[src/rtl/bus_rr_arbiter.sv]
// bus_rr_arbiter: round-robin owner of a single req/ack slave bus.
// One transaction in flight, registered outputs, per-transaction ack timeout.
module bus_rr_arbiter #(
   parameter int mst_c = 2,
   parameter int tmo_c = 255
) (
   input  logic                  clk,
   input  logic                  resetn,
   input  logic [mst_c-1:0]      req_m,
   input  logic [mst_c-1:0]      we_m,
   input  logic [mst_c*32-1:0]   addr_m,
   input  logic [mst_c*32-1:0]   wd_m,
   output logic [mst_c-1:0]      ack_m,
   output logic [mst_c-1:0]      err_m,
   output logic [31:0]           rd_m,
   output logic [mst_c-1:0]      grant,
   output logic                  req,
   output logic                  we,
   output logic [31:0]           addr,
   output logic [31:0]           wd,
   input  logic                  ack,
   input  logic [31:0]           rd
);

   localparam int iw = (mst_c > 1) ? $clog2(mst_c) : 1;
   localparam int cb = $clog2(tmo_c + 1);
   localparam int cw = (cb > 8) ? cb : 8;

   localparam logic [cw-1:0] tmo_last =
      (tmo_c == 0) ? '0 : cw'(tmo_c - 1);
   localparam logic [iw-1:0] owner_rst = iw'(mst_c - 1);
   localparam logic [mst_c-1:0] one_hot0 =
      {{(mst_c-1){1'b0}}, 1'b1};

   typedef enum logic [1:0] {
      IDLE,
      BUSY,
      DONE
   } state_t;

   state_t state;
   state_t state_n;

   logic [iw-1:0]    last;
   logic [iw-1:0]    last_n;
   logic [cw-1:0]    cnt;
   logic [cw-1:0]    cnt_n;

   logic [mst_c-1:0] ack_m_n;
   logic [mst_c-1:0] err_m_n;
   logic [31:0]      rd_m_n;
   logic [mst_c-1:0] grant_n;
   logic             req_n;
   logic             we_n;
   logic [31:0]      addr_n;
   logic [31:0]      wd_n;

   logic             found;
   logic [iw-1:0]    win;
   logic [iw-1:0]    cand;
   logic             tmo_hit;

   // Round-robin search: first requester above the last owner, wrapping.
   always_comb begin
      found = 1'b0;
      win   = '0;
      cand  = '0;
      for (int i = 1; i <= mst_c; i++) begin
         cand = iw'((int'(last) + i) % mst_c);
         if (!found && req_m[cand]) begin
            found = 1'b1;
            win   = cand;
         end
      end
   end

   // Timeout fires on the last allowed BUSY cycle; disabled when tmo_c is 0.
   always_comb begin
      tmo_hit = (tmo_c != 0) && (cnt == tmo_last);
   end

   // Next state and next values of every registered output.
   always_comb begin
      state_n = state;
      last_n  = last;
      cnt_n   = cnt;
      ack_m_n = '0;
      err_m_n = '0;
      rd_m_n  = rd_m;
      grant_n = grant;
      req_n   = req;
      we_n    = we;
      addr_n  = addr;
      wd_n    = wd;
      unique case (state)
         IDLE: begin
            grant_n = '0;
            req_n   = 1'b0;
            if (found) begin
               state_n = BUSY;
               last_n  = win;
               cnt_n   = '0;
               grant_n = one_hot0 << win;
               req_n   = 1'b1;
               we_n    = we_m[win];
               addr_n  = addr_m[int'(win)*32 +: 32];
               wd_n    = wd_m[int'(win)*32 +: 32];
            end
         end
         BUSY: begin
            if (ack) begin
               state_n = DONE;
               req_n   = 1'b0;
               rd_m_n  = rd;
               ack_m_n = grant;
            end else if (tmo_hit) begin
               state_n = DONE;
               req_n   = 1'b0;
               rd_m_n  = '0;
               err_m_n = grant;
            end else begin
               cnt_n = cnt + cw'(1);
            end
         end
         DONE: begin
            state_n = IDLE;
            grant_n = '0;
            req_n   = 1'b0;
         end
         default: begin
            state_n = IDLE;
            grant_n = '0;
            req_n   = 1'b0;
         end
      endcase
   end

   // State register; reset abandons any transaction in flight.
   always_ff @(posedge clk) begin
      if (!resetn) begin
         state <= IDLE;
      end else begin
         state <= state_n;
      end
   end

   // Output, owner and timeout registers.
   always_ff @(posedge clk) begin
      if (!resetn) begin
         last  <= owner_rst;
         cnt   <= '0;
         ack_m <= '0;
         err_m <= '0;
         rd_m  <= '0;
         grant <= '0;
         req   <= 1'b0;
         we    <= 1'b0;
         addr  <= '0;
         wd    <= '0;
      end else begin
         last  <= last_n;
         cnt   <= cnt_n;
         ack_m <= ack_m_n;
         err_m <= err_m_n;
         rd_m  <= rd_m_n;
         grant <= grant_n;
         req   <= req_n;
         we    <= we_n;
         addr  <= addr_n;
         wd    <= wd_n;
      end
   end

endmodule

[config.mk]
export PLATFORM = sky130hd
export DESIGN_NAME = bus_rr_arbiter
export DESIGN_NICKNAME = d
export VERILOG_FILES = /design/src/rtl/bus_rr_arbiter.sv
export SDC_FILE = /design/constraint.sdc
export NUM_CORES = 1
export LEC_CHECK = 0
export ABC_AREA = 1
export CORE_ASPECT_RATIO = 1.75
export CORE_UTILIZATION = 35
export CTS_CLUSTER_DIAMETER = 60
export DETAILED_ROUTE_END_ITERATION = 12
export PLACE_DENSITY = 0.75
export SYNTH_ARGS = -nofsm -noshare
export SYNTH_HDL_FRONTEND = slang
export SYNTH_SLANG_ARGS = --single-unit
[constraint.sdc]
create_clock -name clk -period 1.5 [get_ports clk]
set_clock_uncertainty 0.1 [all_clocks]
set_input_delay 0.3 -clock clk [delete_from_list [all_inputs] [get_ports clk]]
set_output_delay 0.3 -clock clk [all_outputs]
set_load 0.02 [all_outputs]
==> metrics.md, run 1 <==
| Metric | Value |
|---|---|
| Outcome | finished with violations |
| Failing checks | setup timing |
| GPL Wtd Cong | 0.8449 |
| Num CTS Buffers | 17 |
| Antenna viol nets, final | 0 |
| HPWL Detailed | 11.60 mm |
| Setup WS post-layout | -27.20 ps |
| Largest family of logic cells by synthesized area | simple AND/OR/NAND/NOR gates |
| Max-Cap Viols | 0 |
| Core area | 13310 um^2 |
| CP bufs+invs | 8 |
| Post-synth ARST share | 0 |
| Layout cells sized above 1 | 0.1731 |
| Crit start category | register |
| Top-count cell post-synth | nand2_1 |
| Top Family by Delay on Critical Path | buffers and inverters |
| DRT Wirelength | 17.51 mm |
| Post-synth top area share | 0.4832 |
| Mux cell area share after synthesis | 0 |
| Number of synthesized register bits | 115 |
| # DRC | 0 |
| Hold Buf Count CTS | 0 |
| Num rows | 56 |
| Worst reg2reg setup slack | -30 ps |
| Slowest stage cell, crit path | dfxtp_2 |
| Largest net degree at the start of global routing | 48 |
| Final core utilization | 0.6516 |
| Peak supply drop | 0.0007228 V |
| Antenna violations before repair | 0 |
| Fin crit share | 1.018 |
| PD cells | 1135 nW/um^2 |
| Synthesis-to-layout area growth | 82.06% |
| Die ar. | 14100 um^2 |
| Crit path arrival time | 1720 ps |
| Yosys warns | 0 |
| Worst-case clock buffer depth | 2 |
| Predominant post-synthesis flop cell | dfxtp_1 |
| First-pass GRT wire length | 25.88 mm |
| IO Port Bufs | 270 |
| # nets final | 1092 |
| Slowest Stage Delay on Critical Path | 330 ps |
| Vias in the first global route | 5414 |
| Mapped Avg Cell Area | 7.515 um^2 |
| Slew Viols, Final | 0 |
| H-tree depth | 4 |
| Routed wire per std cell | 15.77 um |
| Worst Path Required | 1690 ps |
| CTS tree | done |
| Via/cell ratio | 4.917 |
| GRT Util Overall | 0.2329 |
| Area leader, netlist | dfxtp_1 |
| Syn_nets | 803 |
| Synth area leaders | dfxtp_1 (48%), nand2_1 (13%), a31oi_1 (8.5%), o21ai_0 (5.7%), nand3_1 (5.0%) |
| Count of cell types in the netlist | 26 |
| Clock sinks | 115 |
| Compound-Gate Fraction of Synth Area | 0.1988 |
| Cells after Synth | 634 |
| Endpoint type of the worst setup path | register |
| Synth Area in Simple Gates | 0.2185 |
| Slew Limit Headroom | 0.8047 |
| IO Count | 271 |
| Min-delay worst type | in -> reg |
| Worst-path cell chain | inv_2 -> buf_4 -> buf_4 -> buf_4 -> buf_4 -> buf_4 -> buf_4 -> buf_4 -> nand2_2 -> a21boi_1 |
| Xor/xnor cell area share of the yosys netlist | 0 |
| Highest Clock Rate | 654.8 MHz |
| Worst-path maximum fanout | 2 |
| DRT Pass-1 Iters | 4 |
| Post-synthesis adder-cell area fraction | 0.005252 |
| Final setup vio count | 2 |
| Setup TNS | -45.83 ps |
| Post-synth EDFFs | 0 |
| Clk slew on worst S/H paths | 60 ps |
| Synth top cells by count | nand2_1 (165), dfxtp_1 (115), a31oi_1 (65), o21ai_0 (54), inv_1 (51) |
| RSZ-0062 raised after global routing | true |
| Fin crit period | 1527 ps |
| Initial Util | 0.3579 |
| ANT cells | 0 |
| Mapped Area | 4765 um^2 |
| Die Y | 156.3 um |
| Most common cell on crit path | buf_4 |
| CTS Root Cell | clkbuf_16 |
| Worst slew pin tran | 294.0 ps |
| Total grt overflow | 0 |
| Lkg Pwr | 3.647 nW |
| Hold Vio Cnt, Final | 0 |
| Chip Width | 90.20 um |
| WS Path Type | reg -> reg |
| Post-synthesis sequential area ratio | 0.4832 |
| Clock Latency Late Sink | 400 ps |
| Via count | 5458 |
| 1st-iter DRT viols | 291 |
[cell families after synthesis]
group / count (synthesis)
and+or+nand+nor: 246
AOI/OAI and AO/OA: 172
DFF: 115
adders and majority gates: 2
buffers and inverters: 99
[area by class of cell]
class                      count  area (um^2)
tap                          174        217.7
sequential                   115         2305
fill                        1100         4638
timing repair buffer         311         3007
inverter                      54        212.7
multi-input combinational    424         2316
clock buffer                  18        439.2
clock inverter                14        177.7
[metal layers]
metal | track usage | wire length [um] | vias up
met1 | 0.2246 | 6214 | 2459
met3 | 0.05491 | 930 | 45
met4 | 0.1267 | 673 | 0
li1 | - | - | 2722
met5 | 0 | 0 | -
met2 | 0.4497 | 9691 | 232
[worst register-to-register path, cell delays in order (launching register included)]
cell      delay (ps)
dfxtp_2          330
inv_2             50
buf_4            130
buf_4            120
buf_4            120
buf_4            120
buf_4            120
buf_4            120
buf_4            120
nand2_2           40
a21boi_1          50
[stage by stage]
stage	std cells	hold WS [ps]	cell area [um^2]	setup WS, ps	power, mW
floorplan	634	336.1	4765	28.64	4.494
global placement	1065	355.8	7804	-272.1	5.687
detailed placement	1065	363.7	7804	-297.8	5.712
CTS	1105	249.3	8474	-9.425	9.828
global route	1110	286.8	8675	-86.40	10.26
finish	1110	272.5	8675	-27.20	9.847
[final timing paths]
path                                from        to  cells after the start
worst max-delay path              cnt[0]    cnt[0]                     10
worst min-delay path              resetn    cnt[6]                      5
worst max register to register    cnt[0]    cnt[0]                     10
worst min register to register  rd_m[17]  rd_m[17]                      2
[cells in the final DEF (no fill, tap or decap), types with 2 or more instances in the layout]
cell type	n
clkdlybuf4s50_1	165
nand2_1	160
dfxtp_1	113
a31oi_1	65
clkdlybuf4s15_1	54
o21ai_0	52
inv_1	49
o21ai_1	45
buf_4	27
nand3_2	26
clkbuf_2	26
nand3_1	23
clkbuf_16	18
nor2_1	17
dlygate4sd2_1	16
buf_12	10
a21oi_1	8
nand2_8	8
clkdlybuf4s15_2	6
nand2_2	5
inv_6	4
clkinv_4	4
clkinvlp_4	4
nand2_4	3
nor2_4	3
nand4_1	3
bufinv_16	3
buf_2	3
buf_6	3
inv_2	2
dfxtp_2	2
[power by group]
group | internal, mW | switching, mW
logic | 1.04 | 1.16
clock network | 2.67 | 1.50
registers | 3.33 | 0.147
[repair_timing]
action | CTS | global route
setup buffers | 7 | 1
gates resized for setup | 154 | 135
gates cloned | 1 | 4
endpoints found under the setup margin | 145 | 119
pin swaps | 3 | 14
[sequential cells by signal, indices dropped and copies added (netlist names)]
name / cells
last: 1
addr: 32
ack_m: 2
we: 1
rd_m: 32
req: 1
state: 2
grant: 2
wd: 32
cnt: 8
err_m: 2
Note: power is estimated with default switching activity, not from simulation.
==> run 2: changes to the inputs <==
--- a/config.mk
+++ b/config.mk
@@ -6,7 +6,7 @@
 export NUM_CORES = 1
 export LEC_CHECK = 0
 export ABC_AREA = 1
-export CORE_ASPECT_RATIO = 1.75
+export CORE_ASPECT_RATIO = 0.7
 export CORE_UTILIZATION = 35
 export CTS_CLUSTER_DIAMETER = 60
 export DETAILED_ROUTE_END_ITERATION = 12
==> run 2 against run 1 <==
  * The run now ends clean
  * Clock-buffer cell count grew 2
  * Critical path depth is the same
  * Sequential power is essentially flat
  * Design area shrank 1.3%
  * Sequential cell count is the same
==> metrics.md, run 2 (synthesis gave the netlist of run 1 again) <==
| Metric | Value |
|---|---|
| Die ar. | 14090 um^2 (was 14100 um^2) |
| Slowest Stage Delay on Critical Path | 320 ps (was 330 ps) |
| WHS Endpoint | addr[8] (was cnt[6]) |
| Antenna viol nets, final | 0 (unchanged) |
| Crit path arrival time | 1700 ps (was 1720 ps) |
| RSZ-0062 raised after global routing | true (unchanged) |
| Initial Util | 0.3603 (was 0.3579) |
| Final setup vio count | 0 (was 2) |
| IO Count | 271 (unchanged) |
| Endpoint type of the worst setup path | register (unchanged) |
| GPL Wtd Cong | 0.8931 (was 0.8449) |
| DP Area | 7833 um^2 (was 7804 um^2) |
| Highest Clock Rate | 679.3 MHz (was 654.8 MHz) |
| Clock sinks | 115 (unchanged) |
| Synthesis-to-layout area growth | 79.67% (was 82.06%) |
| Outcome | complete, no violations (was finished with violations) |
| Slew Limit Headroom | 0.8340 (was 0.8047) |
| First-pass GRT wire length | 25.77 mm (was 25.88 mm) |
| Hold depth | 3 (was 5) |
| Worst Reg2Reg Path Length in Cells | 10 (unchanged) |
| Top Family by Delay on Critical Path | simple AND/OR/NAND/NOR gates (was buffers and inverters) |
| Num rows | 35 (was 56) |
| Hold Vio Cnt, Final | 0 (unchanged) |
| DRT Wirelength | 16.69 mm (was 17.51 mm) |
| CTS Root Cell | clkbuf_16 (unchanged) |
| ANT cells | 0 (unchanged) |
| Hold Path Origin | resetn (unchanged) |
| Slew Viols, Final | 0 (unchanged) |
| Die Y | 99.62 um (was 156.3 um) |
| Via/cell ratio | 4.809 (was 4.917) |
| Num CTS Buffers | 17 (unchanged) |
| Peak supply drop | 0.0007878 V (was 0.0007228 V) |
| Worst slew pin tran | 250.0 ps (was 294.0 ps) |
| Clock Latency Late Sink | 400 ps (about the same) |
| H-tree depth | 4 (unchanged) |
| Top Registers | addr x32, rd_m x32, wd x32 (unchanged) |
| # DRC | 0 (unchanged) |
| Fillers | 1177 (was 1100) |
| Routed wire per std cell | 14.99 um (was 15.77 um) |
| Vias in the first global route | 4972 (was 5414) |
| HPWL Detailed | 11.69 mm (was 11.60 mm) |
| Layout cells sized above 1 | 0.1369 (was 0.1731) |
| Largest net degree at the start of global routing | 42 (was 48) |
| IO Port Bufs | 270 (unchanged) |
| Worst reg2reg setup slack | 30 ps (was -30 ps) |
| CP bufs+invs | 3 (was 8) |
| Total grt overflow | 0 (unchanged) |
| Max-Cap Viols | 0 (unchanged) |
| Worst-case clock buffer depth | 2 (unchanged) |
| Min-delay worst type | in -> reg (unchanged) |
| Final core utilization | 0.6473 (was 0.6516) |
| Worst-path maximum fanout | 5 (was 2) |
| Via count | 5352 (was 5458) |
| Chip Width | 141.5 um (was 90.20 um) |
| 1st-iter DRT viols | 208 (was 291) |
| Clk slew on worst S/H paths | 50 ps (was 60 ps) |
| Fin crit period | 1472 ps (was 1527 ps) |
| Fin crit share | 0.9814 (was 1.018) |
| WS Path Type | reg -> reg (unchanged) |
| GRT Util Overall | 0.2347 (was 0.2329) |
| Lkg Pwr | 3.648 nW (was 3.647 nW) |
| Commonest non-fill, non-tap cell in the layout | clkdlybuf4s50_1 (unchanged) |
| RR Endpoint | cnt[2] (was cnt[0]) |
| Fin area | 8561 um^2 (was 8675 um^2) |
| Worst-path cell chain | inv_2 -> ha_4 -> nand2_4 -> nor2_4 -> nand2_4 -> buf_6 -> nand2_8 -> buf_6 -> nand3_2 -> a21oi_2 (was inv_2 -> buf_4 -> buf_4 -> buf_4 -> buf_4 -> buf_4 -> buf_4 -> buf_4 -> nand2_2 -> a21boi_1) |
| Slowest stage cell, crit path | dfxtp_2 (unchanged) |
| PD cells | 1194 nW/um^2 (was 1135 nW/um^2) |
| # nets final | 1084 (was 1092) |
| Core area | 13230 um^2 (was 13310 um^2) |
| Crit Reg-Reg Startpoint | cnt[0] (unchanged) |
| Pre-CTS WS | -300.4 ps (was -297.8 ps) |
| CTS tree | done (unchanged) |
| Setup WS post-layout | 27.86 ps (was -27.20 ps) |
| Worst Path Required | 1730 ps (was 1690 ps) |
| DRT Pass-1 Iters | 5 (was 4) |
| Commonest cells after routing, fill and taps aside | clkdlybuf4s50_1 (165), nand2_1 (160), dfxtp_1 (112), a31oi_1 (65), clkdlybuf4s15_1 (56) (was clkdlybuf4s50_1 (165), nand2_1 (160), dfxtp_1 (113), a31oi_1 (65), clkdlybuf4s15_1 (54)) |
| Antenna violations before repair | 0 (unchanged) |
| Crit start category | register (unchanged) |
-- run 2: cell count changes in the layout (fill, tap and decap cells not counted), sizes merged --
cell,delta
buf,-7
bufinv,+3
clkbuf,-4
clkdlybuf4s15,+1
clkinv,-2
clkinvlp,-1
dlygate4sd2,+5
inv,-2
nand2,-1
-- run 2: layer usage --
metal / GRT usage / part of all wire
met5: 0 / 0
met1: 0.3082 / 0.45
met4: 0.06782 / 0.014
met2: 0.3701 / 0.44
met3: 0.07415 / 0.091
-- run 2: per-stage QoR --
stage / power (mW) / hold WS [ps] / instances / setup TNS, ps
detailed placement: 5.710 / 370.9 / 1078 / -22010
finish: 10.22 / 176.4 / 1113 / 0
global route: 10.65 / 185.2 / 1113 / -174.2
CTS: 10.28 / 158.7 / 1113 / -41.65
global placement: 5.694 / 364.2 / 1078 / -19150
floorplan: 4.494 / 336.1 / 634 / 0
-- run 2: worst register-to-register path: stages, from the launching register on --
cell	delay [ps]
dfxtp_2	320
inv_2	70
ha_4	150
nand2_4	50
nor2_4	140
nand2_4	90
buf_6	140
nand2_8	90
buf_6	110
nand3_2	50
a21oi_2	120
-- run 2: how the worst max path moves through the flow --
stage	start	cells past startpoint	end
6_report	cnt[0]	10	cnt[2]
3_5_place_dp	req_m[1]	8	wd[23]
2_1_floorplan	cnt[0]	10	rd_m[10]
5_1_grt	cnt[0]	11	cnt[4]
4_1_cts	grant[1]	1	grant[1]
3_3_place_gp	req_m[1]	8	addr[18]
-- run 2: report_power, final --
group          internal (mW)  leakage, nW  switching (mW)
Clock                   3.21        0.323            1.45
Sequential              3.33        0.948           0.148
Combinational          0.992         2.38            1.09
Total                   7.53         3.65            2.69
-- run 2: area by class of cell --
cell class | count | area [um^2] | area share
multi-input combinational | 423 | 2172 | 0.2537
clock buffer | 20 | 456.7 | 0.05335
timing repair buffer | 304 | 2959 | 0.3457
clock inverter | 12 | 225.2 | 0.02631
sequential | 115 | 2306 | 0.2694
tap | 185 | 231.5 | 0.02704
inverter | 54 | 210.2 | 0.02455
-- run 2: repair_timing --
item / 4_1_cts / 5_1_grt
gates resized for setup: 146 / 105
pin swaps: 4 / 7
cloned: 3 / 0
hold buffers: 0 / 0
setup endpoints to repair: 145 / 123
setup buffers: 0 / 0
